## src/rtl/seg7_scan_driver.sv

```systemverilog
// Purpose: time-multiplexed 4-digit active-low 7-segment scanner with per-digit blank/blink (optional SEG7_LAMP_TEST_EN adds lamp_test).
// Latency: all outputs registered; the frame snapshot is taken and shown for digit 0 on the same edge, SCAN_DIV cycles after reset.
// Backpressure: none; free-running scan, inputs are sampled once per frame and mid-frame changes are ignored.
module seg7_scan_driver #(
  parameter int SCAN_DIV  = 25000,
  parameter int BLINK_DIV = 25000000,
  parameter int CNT_W     = 25
) (
  input  logic       clk,
  input  logic       rst,
`ifdef SEG7_LAMP_TEST_EN
  input  logic       lamp_test,
`endif
  input  logic [3:0] code3,
  input  logic [3:0] code2,
  input  logic [3:0] code1,
  input  logic [3:0] code0,
  input  logic [3:0] blank_mask,
  input  logic [3:0] blink_mask,
  output logic [3:0] DIGIT,
  output logic [6:0] DISPLAY,
  output logic       frame_tick
);

  localparam logic [CNT_W-1:0] SCAN_LAST  = CNT_W'(SCAN_DIV - 1);
  localparam logic [CNT_W-1:0] BLINK_LAST = CNT_W'(BLINK_DIV - 1);

  logic [CNT_W-1:0] scan_cnt;
  logic [CNT_W-1:0] blink_cnt;
  logic             blink_phase;
  logic [1:0]       idx;
  logic [15:0]      snap_codes;
  logic [3:0]       snap_blank;
  logic [3:0]       snap_blink;

  logic             slot_adv;
  logic             frame_start;
  logic [1:0]       idx_nxt;
  logic [15:0]      codes_src;
  logic [3:0]       blank_src;
  logic [3:0]       blink_src;
  logic [3:0]       sel_code;
  logic             sel_dark;
  logic [6:0]       seg_dec;
  logic [6:0]       disp_nxt;
  logic [3:0]       digit_nxt;

  // Next-slot selection and decode; the frame-start edge uses the live inputs
  // because those are exactly what the snapshot captures on that edge.
  always_comb begin
    slot_adv    = (scan_cnt == SCAN_LAST);
    frame_start = slot_adv && (idx == 2'd3);
    idx_nxt     = idx + 2'd1;
    codes_src   = frame_start ? {code3, code2, code1, code0} : snap_codes;
    blank_src   = frame_start ? blank_mask : snap_blank;
    blink_src   = frame_start ? blink_mask : snap_blink;
    sel_code    = codes_src[{idx_nxt, 2'b00} +: 4];
    // Blank wins over blink; blink only darkens during the off phase.
    sel_dark    = blank_src[idx_nxt] | (blink_src[idx_nxt] & blink_phase);
    seg_dec     = 7'h7F;
    case (sel_code)
      4'd0:    seg_dec = 7'b100_0000;
      4'd1:    seg_dec = 7'b111_1001;
      4'd2:    seg_dec = 7'b010_0100;
      4'd3:    seg_dec = 7'b011_0000;
      4'd4:    seg_dec = 7'b001_1001;
      4'd5:    seg_dec = 7'b001_0010;
      4'd6:    seg_dec = 7'b000_0010;
      4'd7:    seg_dec = 7'b111_1000;
      4'd8:    seg_dec = 7'b000_0000;
      4'd9:    seg_dec = 7'b001_0000;
      4'd10:   seg_dec = 7'b000_1100; // P
      4'd11:   seg_dec = 7'b101_1100; // UP
      4'd12:   seg_dec = 7'b110_0011; // DOWN
      4'd13:   seg_dec = 7'b011_1111; // dash
      default: seg_dec = 7'b111_1111;
    endcase
    disp_nxt = sel_dark ? 7'h7F : seg_dec;
`ifdef SEG7_LAMP_TEST_EN
    if (lamp_test) begin
      disp_nxt = 7'h00;
    end
`endif
    digit_nxt = ~(4'b0001 << idx_nxt);
  end

  // Slot timer: wraps every SCAN_DIV cycles, the wrap cycle advances the digit.
  always_ff @(posedge clk) begin
    if (rst) begin
      scan_cnt <= '0;
    end else if (slot_adv) begin
      scan_cnt <= '0;
    end else begin
      scan_cnt <= scan_cnt + CNT_W'(1);
    end
  end

  // Free-running blink timer, independent of the scan.
  always_ff @(posedge clk) begin
    if (rst) begin
      blink_cnt   <= '0;
      blink_phase <= 1'b0;
    end else if (blink_cnt == BLINK_LAST) begin
      blink_cnt   <= '0;
      blink_phase <= ~blink_phase;
    end else begin
      blink_cnt <= blink_cnt + CNT_W'(1);
    end
  end

  // Digit index and once-per-frame snapshot of codes and masks.
  always_ff @(posedge clk) begin
    if (rst) begin
      idx        <= 2'd3;
      snap_codes <= 16'hFFFF;
      snap_blank <= 4'hF;
      snap_blink <= 4'hF;
    end else if (slot_adv) begin
      idx <= idx_nxt;
      if (frame_start) begin
        snap_codes <= {code3, code2, code1, code0};
        snap_blank <= blank_mask;
        snap_blink <= blink_mask;
      end
    end
  end

  // Output stage: digit enable and segments switch together on the slot edge.
  always_ff @(posedge clk) begin
    if (rst) begin
      DIGIT      <= 4'hF;
      DISPLAY    <= 7'h7F;
      frame_tick <= 1'b0;
    end else begin
      frame_tick <= frame_start;
      if (slot_adv) begin
        DIGIT   <= digit_nxt;
        DISPLAY <= disp_nxt;
      end
    end
  end

endmodule

```

## config.mk

```make
export PLATFORM = sky130hd
export DESIGN_NAME = seg7_scan_driver
export DESIGN_NICKNAME = d
export VERILOG_FILES = /design/src/rtl/seg7_scan_driver.sv
export SDC_FILE = /design/constraint.sdc
export NUM_CORES = 1
export LEC_CHECK = 0
export BUFFER_PORTS_ARGS = -buffer_cell sky130_fd_sc_hd__buf_2
export CORE_ASPECT_RATIO = 1.2
export CORE_MARGIN = 5
export CORE_UTILIZATION = 40
export CTS_BUF_LIST = sky130_fd_sc_hd__clkbuf_2
export DETAILED_ROUTE_END_ITERATION = 8
export PLACE_DENSITY = 0.67
export SYNTH_ARGS = -nofsm -noshare
export SYNTH_HDL_FRONTEND = slang
export SYNTH_SLANG_ARGS = --single-unit
```

## constraint.sdc

```tcl
create_clock -name clk -period 3.35 [get_ports clk]
set_input_delay 0.1675 -clock clk [delete_from_list [all_inputs] [get_ports clk]]
set_output_delay 0.1675 -clock clk [all_outputs]
set_load 0.01 [all_outputs]
```

==> results.yml, run 1 <==
timing:
  min_period_over_period: 0.908
  setup_tns_ns: 0
  fin_worst_skew_ns: 0.0364
  rsz0062_at_grt: "no"
  setup_violations: 0
  fmax_mhz: 329
  tightestPinTransition_ns: 0.885
  finalMaxSlewViolations: 0
  hold_viol: 0
  slew_headroom: 0.410
  post-route-min-period_ns: 3.04
  fin_hold_ws_ns: 0.108
clock_tree:
  htree_levels: 3
  numCtsBuffers: 9
  insertion_delay_ns: 0.55
  clk_path_buf_depth: 2
  cts_tree: "yes"
  clock_sinks: 89
  post_cts_resized: 0
  cts_hold_buf: 24
  post-cts-setup-buffers: 0
  clockRootBuffer: "clkbuf_2"
  cts.clk_slew.worst_paths_ns: 0.25
critical_path:
  path_depth: 10
  ff2ff_path_depth: 10
  startpoint: "scan_cnt[10]"
  r2r_slack_ns: 0.31
  r2r-end: "DISPLAY[4]"
  cp-start-kind: "register"
  path_buf_inv: 1
  crit_arrival_ns: 3.52
  endpoint: "DISPLAY[4]"
  critPathRequiredTime_ns: 3.83
  rr_startpoint: "scan_cnt[10]"
  endpoint_kind: "register"
  cp_top_family: "simple AND/OR/NAND/NOR gates"
  cp_cell_sequence: "or4_1 > or3_1 > nor2_4 > mux4_2 > o221ai_2 > inv_1 > ha_1 > nand2_1 > nand3_1 > a31oi_1"
  crit_fanout: 9
  slowest_stage: "or4_1"
  cpPeakStageDelay_ns: 0.54
  critPathKind: "register to register"
cells_and_area:
  multi_input_area_um2: 2170
  area_growth_syn_to_layout_pct: 16.5
  stdcell_count: 654
  fill_cells: 960
  final_cell_mix: "dfxtp_1 (89), nor2_1 (79), nand2_1 (44)"
  nets: 560
  seq_area_um2: 1780
  drive_above_1_share: 0.144
  final_common_cell: "dfxtp_1"
pwr:
  peakVddDrop_uv: 152
  internal_power_mw: 1.28
  p_comb_frac: 0.043
  p_per_area_nw_per_um2: 355
  power_frac_seq: 0.638
  clockPowerShare: 0.319
  power.leakage_nw: 1.79
  netSwitchingPower_mw: 0.404
  switching_share: 0.240
drt:
  vias: 3356
  ant_nets: 0
  first_pass_iters: 4
  met2_length_mm: 4.27
  wl_per_cell_um: 13.3
  drt-met1-wl_mm: 3.88
  dr_wl_met3_um: 293
  highest_layer: "met4"
  via_per_inst: 5.13
  drtIter0Drc: 101
  drcViolationCount: 0
  drt-total-wl_mm: 8.72
synthesis:
  async_reset_ff_frac: 0
  synth_edf_count: 0
  seq_area_frac_synth: 0.438
  syn-cell-area_um2: 4070
  synth_top_flop_cell: "dfxtp_1"
  avgSynthCellArea_um2: 8.78
  syn-num-nets: 500
  synthCells: 463
  ys_ff_latch: 89
  ys_warn_count: 0
  yosysUniqueCellTypes: 52
placement:
  gp_congestion: 0.817
  dp_hpwl_mm: 6.28
  portBuffers: 37
  dp_cells: 614
global_route:
  overflow: 0
  track_usage: 0.153
  grt_pass1_wl_mm: 15.0
  antenna_found_initial: 1
  grt_pass1_vias: 3310
  grt_max_degree: 36
die:
  std_cell_rows: 40
  die_h_um: 120
  die_area_um2: 12300
  core_area_um2: 9960
  start_util: 0.408
  die_w_um: 102
  ioPinCount: 38
flow_run:
  cap_violations: 0
status:
  status: "finished, final reports clean"
hold_path:
  hold_path_class: "primary input to register"
[final cells by class]
cell class              instances  area share
multi-input cells             346       0.458
flip-flops and latches         89       0.376
repair buffers                 68       0.101
well taps                     126      0.0333
clock inverters                 6      0.0145
clock buffers                   9     0.00951
inverters                       9     0.00713
diodes                          1    0.000528
[power by group through the flow]
stage,combinational [mW],clock (mW),sequential [mW]
after floorplan,0.0289,0,1.09
after global placement,0.0507,0,1.09
after detailed placement,0.0516,0,1.09
after CTS,0.0730,0.560,1.07
after global routing,0.0820,0.610,1.08
final,0.0726,0.536,1.07
[worst min-delay path by stage]
stage / endpoint / startpoint / slack, ns / cells after the start
floorplan: snap_codes[10] / code2[2] / 0.29 / 2
global placement: snap_codes[10] / code2[2] / 0.39 / 3
detailed placement: snap_codes[6] / code1[2] / 0.40 / 3
CTS: scan_cnt[2] / rst / 0.06 / 2
global route: blink_phase / rst / 0.09 / 2
finish: scan_cnt[2] / rst / 0.11 / 2
[per-layer routing]
| metal | GRT usage | vias to the layer above |
|---|---|---|
| met2 | 0.252 | 54 |
| met4 | 0.0845 | 0 |
| li1 | - | 1724 |
| met3 | 0.0294 | 18 |
| met1 | 0.183 | 1560 |
| met5 | 0 | - |
[synthesized netlist by cell type (all sizes together), types with 4 or more instances]
cell type,number,area share
o22ai,5,0.0077
a41oi,4,0.0086
mux2,5,0.014
a211o,4,0.0086
a31oi,5,0.0077
nand3,30,0.038
inv,9,0.0083
xor2,31,0.067
nor4,4,0.0077
nor2,80,0.076
dfxtp,89,0.44
nand2b,8,0.012
nor3,5,0.0062
nand2,44,0.041
a21oi,6,0.0074
clkbuf,16,0.015
xnor2,14,0.030
o21ai,12,0.015
nand3b,10,0.018
ha,11,0.034
mux2i,9,0.022
or2,6,0.0092
or3,5,0.0077
and3,8,0.012
nand4,17,0.026
[metrics by stage]
stage                util  worst slack, ns  cell area (um^2)  power, mW
floorplan               -            0.419              4070       1.12
global placement    0.440            0.476              4380       1.14
detailed placement  0.440            0.361              4380       1.15
CTS                 0.475            0.308              4730       1.71
global route        0.476           0.0467              4740       1.77
finish              0.476            0.307              4740       1.68
[cell families after synthesis]
family	Yosys count	share of synthesized area
buffers and inverters	28	0.0283
XOR/XNOR	45	0.0969
multiplexers	16	0.0471
adder cells (fa/ha/maj)	11	0.0338
AND/OR/NAND/NOR	227	0.274
AO/OA/AOI/OAI	47	0.0812
flip-flops	89	0.438
[registers in the layout (all words and copies together), names as in the netlist]
register,cells
DISPLAY,7
idx,2
blink_cnt,25
blink_phase,1
frame_tick,1
scan_cnt,25
snap_blink,4
snap_codes,16
snap_blank,4
DIGIT,4
(Power assumes the default switching activity.)
==> run 2, diff against run 1 <==
==> constraint.sdc (replaced) <==
create_clock -name clk -period 3.6 [get_ports clk]
set_input_delay 0.54 -clock clk [delete_from_list [all_inputs] [get_ports clk]]
set_output_delay 0.54 -clock clk [all_outputs]
set_load 0.01 [all_outputs]
==> run 2 against run 1 <==
Clock-buffer cell count rose by 2. Flip-flop and latch count did not move. Sequential power fell by 7%. Routed wire length decreased by 2.6%. Total power shrank 13%. Via count fell by 3.1%. Final area decreased by 5.8%. Setup slack improved by 0.21 ns. First-iteration DRC count is 44% higher. Cell count is 3.8% lower. Highest routed layer unchanged.
==> results.yml, run 2 (synthesized netlist as in run 1, its figures left out) <==
cells_and_area:
  fill_cells: 983
  nets: 535
  reg.largest.list: "blink_cnt (25), scan_cnt (25), snap_codes (16)"
  drive_above_1_share: 0.149
  postLayoutCellArea_um2: 4460
  final_cell_mix: "dfxtp_1 (89), nor2_1 (79), nand2_1 (44)"
  antenna_cells: 0
  stdcell_count: 629
  area_growth_syn_to_layout_pct: 9.69
  finish.utilization: 0.448
  final_common_cell: "dfxtp_1"
placement:
  gp_congestion: 0.774
  dpl_worst_slack_ns: 0.511
  dp_hpwl_mm: 6.20
  portBuffers: 37
  dp_cells: 613
  postPlaceCellArea_um2: 4370
drt:
  wl_per_cell_um: 13.5
  first_pass_iters: 4
  vias: 3251
  via_per_inst: 5.17
  drt-total-wl_mm: 8.49
  drtIter0Drc: 145
  ant_nets: 0
  drcViolationCount: 0
pwr:
  p_per_area_nw_per_um2: 329
  power_mw: 1.47
  power.leakage_nw: 1.67
  peakVddDrop_uv: 106
die:
  die_area_um2: 12300
  core_area_um2: 9960
  die_h_um: 120
  std_cell_rows: 40
  ioPinCount: 38
  start_util: 0.408
  die_w_um: 102
critical_path:
  path_common_cell: "ha_1"
  cpPeakStageDelay_ns: 0.44
  crit_fanout: 16
  cp_cell_sequence: "ha_1 > and4bb_2 > and4_1 > nand3_2 > mux2_2 > o221ai_2 > ha_1 > mux2i_1 > o22ai_1 > a21oi_1"
  critPathRequiredTime_ns: 4.09
  slowest_stage: "dfxtp_1"
  crit_arrival_ns: 3.58
  cp-start-kind: "register"
  endpoint_kind: "register"
  critPathKind: "register to register"
clock_tree:
  cts.clk_slew.worst_paths_ns: 0.23
  cts_hold_buf: 0
  numCtsBuffers: 9
  clockRootBuffer: "clkbuf_2"
  insertion_delay_ns: 0.54
  clock_sinks: 89
  cts_tree: "yes"
  clk_path_buf_depth: 2
  htree_levels: 3
  post_cts_resized: 0
  post-cts-setup-buffers: 0
global_route:
  track_usage: 0.148
  overflow: 0
  grt_pass1_wl_mm: 14.7
  antenna_found_initial: 0
  grt_pass1_vias: 3302
  grt_max_degree: 36
timing:
  setup_slack_ns: 0.512
  setup_violations: 0
  finalMaxSlewViolations: 0
  post-route-min-period_ns: 3.09
  hold_viol: 0
  fin_hold_ws_ns: 0.211
  rsz0062_at_grt: "no"
  setup_tns_ns: 0
  slew_headroom: 0.417
  fmax_mhz: 324
  min_period_over_period: 0.858
  tightestPinTransition_ns: 0.875
  fin_worst_skew_ns: 0.0239
flow_run:
  cap_violations: 0
status:
  status: "finished, final reports clean"
hold_path:
  hold_path_class: "primary input to register"
run 2: cell count changes in the layout (fill, tap and decap cells not counted), sizes merged:
cell	change
clkinvlp	-1
diode	-1
clkinv	+2
bufinv	-1
clkbuf	+2
buf	-1
inv	-1
dlygate4sd3	-24
run 2: path summary, 6_finish.rpt:
check | from | slack [ns] | end | cells after the start
worst max-delay path | scan_cnt[0] | 0.51 | DISPLAY[3] | 10
worst min-delay path | code2[2] | 0.21 | snap_codes[10] | 3
worst max register to register | scan_cnt[0] | 0.51 | DISPLAY[3] | 10
worst min register to register | snap_codes[7] | 0.46 | snap_codes[7] | 2
run 2: per-layer routing:
| layer | vias up | track usage | routed length [um] |
|---|---|---|---|
| met5 | - | 0 | 0 |
| li1 | 1673 | - | - |
| met3 | 21 | 0.0375 | 411 |
| met4 | 0 | 0.0796 | 265 |
| met2 | 45 | 0.241 | 4080 |
| met1 | 1512 | 0.177 | 3730 |
run 2: worst max-delay path, delay by kind of cell, from the launching register on:
kind                     cells  cell delay [ns]
multiplexers                 2             0.54
AO/OA/AOI/OAI                3             0.63
AND/OR/NAND/NOR              3             0.83
adder cells (fa/ha/maj)      2             0.59
flip-flops                   1             0.44
run 2: layout make-up:
| type | count | area [um^2] | share of cell area |
|---|---|---|---|
| sequential | 89 | 1780 | 0.399 |
| inverter | 9 | 33.8 | 0.00757 |
| clock buffer | 11 | 55.1 | 0.0123 |
| timing repair buffer | 43 | 230 | 0.0516 |
| tap | 126 | 158 | 0.0353 |
| multi-input combinational | 346 | 2170 | 0.486 |
| clock inverter | 5 | 32.5 | 0.00729 |
run 2: where the power goes:
group	internal, mW	switching [mW]	total [mW]	leakage, nW
clock network	0.0945	0.326	0.421	0.0572
registers	0.993	0.00589	0.999	0.719
logic	0.0206	0.0267	0.0473	0.898
==> run 3, diff against run 2 <==
CTS_BUF_LIST = sky130_fd_sc_hd__clkbuf_4   (was sky130_fd_sc_hd__clkbuf_2)
PLACE_DENSITY = default   (was 0.67)
==> run 3 against run 2 <==
Critical path depth unchanged. Global-route usage down 0.74 points. Final area up 0.73%. Flip-flop and latch count unchanged. First-iteration DRC count up 2.1%. Worst hold slack better by 0.11 ns. Total power up 5.9%. Clock skew down 0.0054 ns. Register-to-register slack about the same. Combinational power down 0.8%. Critical endpoint is now DISPLAY[6]. Largest power group unchanged.
==> results.yml, run 3 (synthesized netlist as in run 1, its figures left out) <==
clock_tree:
  clock_sinks: 89
  cts.clk_slew.worst_paths_ns: 0.14
  cts_hold_buf: 0
  htree_levels: 3
  insertion_delay_ns: 0.44
  clk_path_buf_depth: 2
  post_cts_resized: 0
  numCtsBuffers: 9
  post-cts-setup-buffers: 0
  clockRootBuffer: "clkbuf_4"
  cts_tree: "yes"
critical_path:
  endpoint: "DISPLAY[6]"
  cp-start-kind: "register"
  critPathRequiredTime_ns: 3.94
  rr_startpoint: "scan_cnt[0]"
  startpoint: "scan_cnt[0]"
  endpoint_kind: "register"
  crit_arrival_ns: 3.43
  r2r_slack_ns: 0.51
  ff2ff_path_depth: 10
  r2r-end: "DISPLAY[6]"
  crit_fanout: 16
  critPathKind: "register to register"
timing:
  hold_viol: 0
  finalMaxSlewViolations: 0
  setup_violations: 0
  fmax_mhz: 324
  fin_worst_skew_ns: 0.0185
  rsz0062_at_grt: "no"
  tightestPinTransition_ns: 0.936
  min_period_over_period: 0.858
  slew_headroom: 0.376
  post-route-min-period_ns: 3.09
  setup_tns_ns: 0
drt:
  highest_layer: "met4"
  drt-total-wl_mm: 8.50
  first_pass_iters: 4
  wl_per_cell_um: 13.5
  met2_length_mm: 4.15
  drtIter0Drc: 148
  ant_nets: 0
  drt-met1-wl_mm: 3.90
  via_per_inst: 5.19
  dr_wl_met3_um: 315
  vias: 3264
  drcViolationCount: 0
global_route:
  grt_pass1_vias: 3089
  track_usage: 0.141
  overflow: 0
  grt_max_degree: 36
  grt_pass1_wl_mm: 13.9
  antenna_found_initial: 0
placement:
  dp_hpwl_mm: 6.03
  dp_cells: 613
  gp_congestion: 0.753
  portBuffers: 37
  postPlaceCellArea_um2: 4370
cells_and_area:
  drive_above_1_share: 0.153
  area_growth_syn_to_layout_pct: 10.5
  reg.largest.list: "blink_cnt (25), scan_cnt (25), snap_codes (16)"
  final_cell_mix: "dfxtp_1 (89), nor2_1 (79), nand2_1 (44)"
  stdcell_count: 629
  nets: 535
  finish.utilization: 0.451
  postLayoutCellArea_um2: 4490
  antenna_cells: 0
  final_common_cell: "dfxtp_1"
die:
  std_cell_rows: 40
  core_area_um2: 9960
  die_area_um2: 12300
  die_w_um: 102
  start_util: 0.408
  die_h_um: 120
  ioPinCount: 38
pwr:
  power.leakage_nw: 1.69
  peakVddDrop_uv: 125
  p_per_area_nw_per_um2: 346
status:
  status: "finished, final reports clean"
flow_run:
  cap_violations: 0
hold_path:
  hold_path_class: "primary input to register"
[run 3: changes by cell type in the layout (fill, tap and decap cells not counted), sizes merged]
cell / before / now
clkbuf: 11 / 12
clkinv: 4 / 3
[run 3: cell type report]
type,instances,area [um^2]
Clock buffer,12,90.1
Clock inverter,4,30.0
Fill cell,989,5470
Inverter,9,33.8
Multi-Input combinational cell,346,2170
Sequential cell,89,1780
Tap cell,126,158
Timing Repair Buffer,43,230
[run 3: critical path, cell delays in order, from the launching register on]
cell	delay, ns
dfxtp_1	0.42
ha_1	0.29
and4bb_2	0.26
and4_1	0.22
nand3_2	0.34
mux2_2	0.42
o221ai_2	0.40
inv_1	0.13
ha_1	0.24
a22oi_1	0.17
a31oi_1	0.10
[run 3: worst min path at each step]
stage	startpoint	end	cells after the start
6_report	code1[0]	snap_codes[4]	3
5_1_grt	code2[0]	snap_codes[8]	3
4_1_cts	code2[0]	snap_codes[8]	3
3_5_place_dp	snap_codes[1]	snap_codes[1]	2
3_3_place_gp	snap_codes[1]	snap_codes[1]	2
2_1_floorplan	snap_codes[5]	snap_codes[5]	2
[run 3: stage by stage]
stage          worst slack, ns  hold slack [ns]  total power [mW]
2_1_floorplan            0.669            0.411              1.04
3_3_place_gp             0.623            0.422              1.06
3_5_place_dp             0.507            0.429              1.07
4_1_cts                  0.474            0.284              1.58
5_1_grt                  0.176            0.286              1.62
6_report                 0.513            0.321              1.55
[run 3: where the power goes]
group          total (mW)  switching (mW)  leakage, nW  internal [mW]
registers           0.997         0.00589        0.719          0.991
logic              0.0469          0.0265        0.898         0.0204
clock network       0.510           0.343       0.0675          0.167
total                1.55           0.375         1.69           1.18
[run 3: layer usage]
layer	vias up	GRT usage
met2	50	0.235
met5	-	0
met4	0	0.0599
met1	1532	0.170
li1	1672	-
met3	10	0.0340
